===== src/rtl/memory_arbiter.sv =====
// Two-port arbiter sharing one single-ported memory between instruction fetch
// and data access; one outstanding transaction, alternating priority on ties.
module memory_arbiter #(
  parameter int RegBits         = 32,
  parameter bit PrioDataOnReset = 1'b1
) (
  input  logic               clk_i,
  input  logic               rst_i,
  input  logic               if_req_i,
  input  logic [RegBits-1:0] if_addr_i,
  output logic               if_gnt_o,
  output logic               if_rvalid_o,
  output logic [RegBits-1:0] if_rdata_o,
  input  logic               dm_req_i,
  input  logic [RegBits-1:0] dm_addr_i,
  input  logic [1:0]         dm_we_i,
  input  logic [RegBits-1:0] dm_wdata_i,
  output logic               dm_gnt_o,
  output logic               dm_rvalid_o,
  output logic [RegBits-1:0] dm_rdata_o,
  output logic               mem_req_o,
  output logic [RegBits-1:0] mem_addr_o,
  output logic [1:0]         mem_we_o,
  output logic [RegBits-1:0] mem_wdata_o,
  input  logic               mem_ready_i,
  input  logic               mem_rvalid_i,
  input  logic [RegBits-1:0] mem_rdata_i,
  output logic               busy_o
);

  typedef enum logic [1:0] {IDLE, ISSUE, WAIT, RESP} state_t;

  state_t             state, state_next;
  logic               prio_d_q;
  logic               owner_d_q;
  logic               pick_d;
  logic               start;
  logic [RegBits-1:0] addr_q;
  logic [RegBits-1:0] wdata_q;
  logic [1:0]         we_q;
  logic [RegBits-1:0] if_rdata_q;
  logic [RegBits-1:0] dm_rdata_q;
  logic [RegBits-1:0] resp_data;

  // Data port wins when it is the only requester or when it holds the tie-break.
  assign pick_d    = dm_req_i & (~if_req_i | prio_d_q);
  assign start     = (state == IDLE) & (if_req_i | dm_req_i);
  assign resp_data = (we_q == 2'b00) ? mem_rdata_i : '0;

  always_ff @(posedge clk_i or posedge rst_i) begin
    if (rst_i) begin
      state <= IDLE;
    end else begin
      state <= state_next;
    end
  end

  always_comb begin
    state_next = state;
    if_gnt_o   = 1'b0;
    dm_gnt_o   = 1'b0;
    case (state)
      IDLE: begin
        if (start) begin
          if_gnt_o   = ~pick_d;
          dm_gnt_o   = pick_d;
          state_next = ISSUE;
        end
      end
      ISSUE: if (mem_ready_i) state_next = WAIT;
      WAIT:  if (mem_rvalid_i) state_next = RESP;
      RESP:  state_next = IDLE;
      default: state_next = IDLE;
    endcase
  end

  always_ff @(posedge clk_i or posedge rst_i) begin
    if (rst_i) begin
      prio_d_q   <= PrioDataOnReset;
      owner_d_q  <= 1'b0;
      addr_q     <= '0;
      we_q       <= 2'b00;
      wdata_q    <= '0;
      if_rdata_q <= '0;
      dm_rdata_q <= '0;
    end else begin
      if (start) begin
        // Fetches never write, so their size and data are forced to zero.
        addr_q    <= pick_d ? dm_addr_i : if_addr_i;
        we_q      <= pick_d ? dm_we_i : 2'b00;
        wdata_q   <= pick_d ? dm_wdata_i : '0;
        owner_d_q <= pick_d;
        prio_d_q  <= ~pick_d;
      end
      if ((state == WAIT) && mem_rvalid_i) begin
        if (owner_d_q) dm_rdata_q <= resp_data;
        else           if_rdata_q <= resp_data;
      end
    end
  end

  assign mem_req_o   = (state == ISSUE);
  assign mem_addr_o  = addr_q;
  assign mem_we_o    = we_q;
  assign mem_wdata_o = wdata_q;
  assign busy_o      = (state != IDLE);
  assign if_rvalid_o = (state == RESP) & ~owner_d_q;
  assign dm_rvalid_o = (state == RESP) & owner_d_q;
  assign if_rdata_o  = if_rdata_q;
  assign dm_rdata_o  = dm_rdata_q;

endmodule


===== config.mk =====
export PLATFORM = sky130hd
export DESIGN_NAME = memory_arbiter
export DESIGN_NICKNAME = d
export VERILOG_FILES = /design/src/rtl/memory_arbiter.sv
export SDC_FILE = /design/constraint.sdc
export NUM_CORES = 1
export LEC_CHECK = 0
export CORE_ASPECT_RATIO = 1.75
export CORE_MARGIN = 2
export CORE_UTILIZATION = 40
export DETAILED_ROUTE_END_ITERATION = 10
export GPL_ROUTABILITY_DRIVEN = 0
export HOLD_SLACK_MARGIN = 0.05
export PLACE_DENSITY = 0.85
export SETUP_SLACK_MARGIN = 0.15
export SYNTH_ARGS = -nofsm -noshare
export SYNTH_HDL_FRONTEND = slang
export SYNTH_SLANG_ARGS = --single-unit

===== constraint.sdc =====
create_clock -name clk_i -period 6.26 [get_ports clk_i]
set_input_delay 1.252 -clock clk_i [delete_from_list [all_inputs] [get_ports clk_i]]
set_output_delay 1.252 -clock clk_i [all_outputs]
set_load 0.02 [all_outputs]

==> results of run 1 <==
==> worst paths after layout <==
kind / startpoint / end / slack [ns] / cells after the start
worst min register to register: if_rdata_o[26] / if_rdata_o[26] / 0.48 / 2
min in group asynchronous: rst_i / mem_wdata_o[13] / 1.37 / 2
worst max register to register: state[0] / dm_rdata_o[6] / 3.87 / 4
worst min-delay path: if_rdata_o[26] / if_rdata_o[26] / 0.48 / 2
worst max-delay path: if_req_i / if_gnt_o / 1.95 / 4
max in group asynchronous: rst_i / dm_rdata_o[24] / 3.52 / 3
==> registers in the layout, summed over array words and instances, names as in the netlist <==
name	count
dm_rdata_o	32
if_rdata_o	32
mem_addr_o	32
mem_wdata_o	32
mem_we_o	2
state	2
owner_d_q	1
prio_d_q	1
==> worst min-delay path, delay by kind of cell, from the launching register on <==
kind | cells | cell delay [ns]
DFF | 1 | 0.34
and+or+nand+nor | 1 | 0.05
AOI/OAI and AO/OA | 1 | 0.06
==> layer usage <==
metal  global-route usage [%]  wire, um  vias to the layer above  share of wire (%)
li1                         -         -                     2156                  -
met1                    26.69      6250                     2372                 36
met2                    43.53      9027                      277                 52
met3                    7.101      1402                       41                8.1
met4                    10.62       609                        0                3.5
met5                        0         0                        -                  0
==> cells in the mapped netlist <==
cell        n
nor2_1      2
nand2_1    97
a21oi_2     1
a221o_1    32
mux2_1      1
and3_1     33
and2_1      2
buf_4       2
and2_4      1
inv_1       6
a21o_1      1
dfrtp_1   133
ha_1        5
nand2_2     1
inv_2       1
o21ai_0    64
o21ai_2     1
dfstp_2     1
o32a_1      1
a222oi_1    1
nand3_1     1
buf_2      13
nand3b_1    1
buf_6       2
nor2b_1     1
clkbuf_1   18
a22o_1     36
==> kinds of logic after synthesis <==
logic type / after synthesis
AOI/OAI and AO/OA: 137
adders and majority gates: 5
buffers and inverters: 42
DFF: 134
muxes: 1
and+or+nand+nor: 139
==> stage by stage <==
stage / cells / utilization [%] / setup slack (ns) / power (mW) / area (um^2)
finish: 901 / 67.28 / 1.951 / 4.888 / 8658
global route: 901 / 67.28 / 1.853 / 5.131 / 8658
floorplan: 458 / - / 1.427 / 2.708 / 5250
global placement: 870 / 62.70 / 2.015 / 3.791 / 8069
CTS: 901 / 67.28 / 1.955 / 4.911 / 8658
detailed placement: 870 / 62.70 / 1.967 / 3.895 / 8069
==> power breakdown <==
| part | internal (mW) | switching (mW) | total (mW) |
|---|---|---|---|
| logic | 1.10 | 1.25 | 2.35 |
| clock network | 0.600 | 0.382 | 0.983 |
| registers | 1.29 | 0.271 | 1.56 |
| total | 2.99 | 1.90 | 4.89 |
==> layout make-up <==
type,count,area [um^2]
clock buffer,18,439.2
clock inverter,13,150.1
timing repair buffer,276,2750
fill,916,4210
sequential,134,3354
tap,171,214.0
multi-input combinational,282,1722
inverter,7,28.78
==> metrics.txt, run 1 <==
PD cells=around 560 nW/um^2; vias in the first global route=5,087; Syn Nets=about 600; commonest non-fill, non-tap cell in the layout=clkdlybuf4s50_1; CP Max Fanout=34; initial drt markers=234; DIE WIDTH=slightly above 90 um; DRT Pass-1 Iters=7; cells after synthesis=~460; worst vdd ir=between 0.0003 and 0.0004 V; initial antenna violation count=0; leakage power=3.918 nW; Max Root-Sink Buffers=2; status=finished clean; number of clock sinks=about 130; Yosys top cell area share=a little under two thirds; first-pass GRT wire length=26,740 um; vias per cell=5.378; Vias=4,846; io pins=272; compound-cell area share of the yosys netlist=between 10% and 20%; Setup crit end kind=output pin; CTS root buf=clkbuf_16; data required time at the worst endpoint=~5.0 ns; skew final=0.008972 ns; Synth Register Bits=134; CP top delay family=buffers and inverters; # resized after CTS=0; Hold Vio Cnt, Final=0; clk_lat worst skew=roughly 0.41 ns; critical path's slowest cell=clkdlybuf4s50_1; Core Area=between 10,000 and 15,000 um^2; floorplan row count=55; max incr delay on CP=0.62 ns; count of different cell masters after synthesis=27; HP Class=flop to flop; CTS buffer count=17; Fmax=between 200 and 250 MHz; most used cell, CP=clkdlybuf4s50_1; Final Cycle Share=about 69%; Synth Warn #=0; top cells by area, synth=dfrtp_1 (63%), nand2_1 (6.9%), a221o_1 (6.1%); RSZ-0062 raised after global routing=no; # DRC=0; Post-Synth Adder-Cell Area=approximately 1.2%; CTS tree=built; worst-path cell chain=clkdlybuf4s50_1, and2_4, and3_1, clkdlybuf4s50_1; H-tree levels=4; XOR/XNOR Fraction of Synth Area=0%; CTS Hold Buffers Added=0; setup TNS=0 ns; Area Growth Syn to Fin=64.92%; post-CTS setup buffer count=0; kind of critical path=input pin to output pin; grt total ovfl=0; die area=around 14,000 um^2; Least-Margin Pin Slew=between 1 and 1.5 ns; antenna viol nets, final=0; Synth Cell Area=about 5300 um^2; register area share after synthesis=63.89%; Slew Limit Headroom=around 28%; post-synth top area cell=dfrtp_1; post-route minimum period=around 4.3 ns; Mean Syn Cell Area=between 10 and 15 um^2; simple-gate share of the synthesized area=approximately an eighth; CP Launch Type=input pin; final setup violation count=0; largest family of logic cells by synthesized area=compound AO/OA/AOI/OAI gates; share of layout cells above drive strength 1=6.164%; Reg clk slew, reported paths=around 0.050 ns; most frequent cells in the layout=clkdlybuf4s50_1 (271), dfrtp_1 (133), nand2_1 (97), o21ai_0 (64), a22o_1 (36); Fin Hold WS=0.4782 ns; fin nets=859; # port buffers=271; GRT Util Overall=between 20% and 30%; largest net degree at the start of global routing=73; final max-slew violation count=0; WL final=17,290 um; Initial Utilization=40.80%; Arr. time, crit path=3.06 ns; Die Ht=about 160 um; proportion of synthesized area in mux cells=0.2145%; wire per inst=roughly 19 um; max_cap viols=0; Bufs and invs on worst path=2; Antenna diodes=0; DP HPWL=roughly 12,000 um
No activity file was read; power rests on OpenSTA's default activity.
==> run 2: changes to the inputs <==
--- a/config.mk
+++ b/config.mk
@@ -7,11 +7,11 @@
 export LEC_CHECK = 0
 export CORE_ASPECT_RATIO = 1.75
 export CORE_MARGIN = 2
-export CORE_UTILIZATION = 40
+export CORE_UTILIZATION = 36
 export DETAILED_ROUTE_END_ITERATION = 10
 export GPL_ROUTABILITY_DRIVEN = 0
 export HOLD_SLACK_MARGIN = 0.05
-export PLACE_DENSITY = 0.85
+export PLACE_DENSITY = 0.81
 export SETUP_SLACK_MARGIN = 0.15
 export SYNTH_ARGS = -nofsm -noshare
 export SYNTH_HDL_FRONTEND = slang
==> constraint.sdc (replaced) <==
create_clock -name clk_i -period 3.55 [get_ports clk_i]
set_input_delay 0.71 -clock clk_i [delete_from_list [all_inputs] [get_ports clk_i]]
set_output_delay 0.71 -clock clk_i [all_outputs]
set_load 0.02 [all_outputs]
==> metrics.txt, run 2 (same netlist as run 1, synthesis figures left out) <==
leakage power=3.948 nW; fin nets=~860; Antenna diodes=0; Setup crit end kind=output pin; Bufs and invs on worst path=2; # DRC=0; # port buffers=around 270; max_cap viols=0; Comb power frac=between 40% and 50%; initial antenna violation count=0; Switch Pwr=roughly 3.3 mW; die area=roughly 16,000 um^2; Final Cycle Share=90.53%; floorplan row count=58; worst vdd ir=around 0.00045 V; kind of critical path=input pin to output pin; CP top delay family=buffers and inverters; Least-Margin Pin Slew=about 1.1 ns; most used cell, CP=clkdlybuf4s50_1; Internal=approximately 5.3 mW; GRT Util Overall=a little over a fifth; H-tree levels=4; Design Power=roughly 8.6 mW; Hold Vio Cnt, Final=0; CTS buffer count=17; largest net degree at the start of global routing=78; Arr. time, crit path=2.50 ns; Fmax=around 310 MHz; CTS Hold Buffers Added=0; share of layout cells above drive strength 1=about 6.4%; worst-path cell chain=clkdlybuf4s50_1, and2_4, and3_1, clkdlybuf4s50_1; clk_lat worst skew=0.41 ns; initial drt markers=roughly 180; CP Max Fanout=34; CP Launch Type=input pin; DIE WIDTH=~95 um; most frequent cells in the layout=clkdlybuf4s50_1 (271), dfrtp_1 (133), nand2_1 (97), o21ai_0 (64), a22o_1 (36); final max-slew violation count=0; vias per cell=5.186; WL final=about 16,000 um; Net Sw Frac=37.99%; grt total ovfl=0; final setup violation count=0; Clock Power Share=between 20% and 30%; Initial Utilization=between 30% and 40%; vias in the first global route=roughly 5,000; DP HPWL=~12,000 um; io pins=272; sequential power share=31.5%; Die Ht=between 150 and 200 um; post-CTS setup buffer count=0; post-route minimum period=~3.2 ns; # resized after CTS=0; data required time at the worst endpoint=about 2.8 ns; wire per inst=approximately 18 um; Vias=4,740; Area Growth Syn to Fin=66.42%; RSZ-0062 raised after global routing=no; setup TNS=0 ns; Slew Limit Headroom=between 20 and 30%; HP Class=flop to flop; PD cells=roughly 990 nW/um^2; commonest non-fill, non-tap cell in the layout=clkdlybuf4s50_1; Max Root-Sink Buffers=2; CTS root buf=clkbuf_16; antenna viol nets, final=0; skew final=0.01140 ns; number of clock sinks=between 100 and 150; Core Area=approximately 14,000 um^2; status=finished clean; DRT Pass-1 Iters=5; first-pass GRT wire length=25,160 um; Reg clk slew, reported paths=approximately 0.060 ns; critical path's slowest cell=clkdlybuf4s50_1; max incr delay on CP=around 0.6 ns; CTS tree=built
[run 2: changes by cell type in the layout (fill, tap and decap cells not counted), sizes merged]
cell	previous run	this run
buf	5	8
bufinv	2	3
clkbuf	18	19
clkinv	4	5
inv	10	8
[run 2: power by group through the flow]
stage | clock network [mW] | logic (mW) | registers (mW)
final | 1.78 | 4.12 | 2.72
after global routing | 1.90 | 4.42 | 2.80
after CTS | 1.82 | 4.16 | 2.72
after detailed placement | 0 | 4.15 | 2.72
after global placement | 0 | 4.03 | 2.69
after floorplan | 0 | 1.24 | 3.54
[run 2: layer usage]
| metal | vias to the layer above | wire, um | global-route usage (%) |
|---|---|---|---|
| met4 | 0 | 365 | 8.366 |
| met1 | 2305 | 5837 | 22.66 |
| met2 | 242 | 8840 | 38.83 |
| met5 | - | 0 | 0 |
| met3 | 28 | 1263 | 5.229 |
| li1 | 2165 | - | - |
[run 2: through the flow]
step / worst slack [ns] / std cells / hold WS (ns) / instance area (um^2) / utilization (%)
after global routing: 0.2432 / 914 / 0.4997 / 8737 / 61.11
after floorplan: 1.176 / 458 / 0.4994 / 5254 / -
after CTS: 0.3362 / 914 / 0.4831 / 8737 / 61.11
after global placement: 0.3722 / 882 / 0.4625 / 8129 / 56.86
final: 0.3363 / 914 / 0.4770 / 8737 / 61.11
after detailed placement: 0.3497 / 882 / 0.4699 / 8129 / 56.86
[run 2: final timing paths]
| check | slack (ns) | cells past startpoint | endpoint | start |
|---|---|---|---|---|
| worst max-delay path | 0.34 | 4 | if_gnt_o | if_req_i |
| worst min-delay path | 0.48 | 2 | if_rdata_o[17] | if_rdata_o[17] |
| worst max register to register | 1.18 | 4 | dm_rdata_o[18] | state[0] |
| worst min register to register | 0.48 | 2 | if_rdata_o[17] | if_rdata_o[17] |
| max in group asynchronous | 1.95 | 3 | mem_wdata_o[21] | rst_i |
| min in group asynchronous | 0.78 | 2 | mem_addr_o[18] | rst_i |
[run 2: cell type report]
class / instances / area (um^2)
Inverter: 7 / 30.03
Sequential cell: 134 / 3354
Multi-Input combinational cell: 282 / 1722
Tap cell: 180 / 225.2
Clock buffer: 19 / 432.9
Fill cell: 1104 / 5559
Timing Repair Buffer: 279 / 2798
Clock inverter: 13 / 175.2
[run 2: worst reg2reg max path, delay by kind of cell (launching register included)]
family / cells / cell delay (ns)
flops: 1 / 0.42
simple gates: 1 / 0.84
fa+ha+maj: 1 / 0.25
buf+inv: 1 / 0.12
compound gates: 1 / 0.61
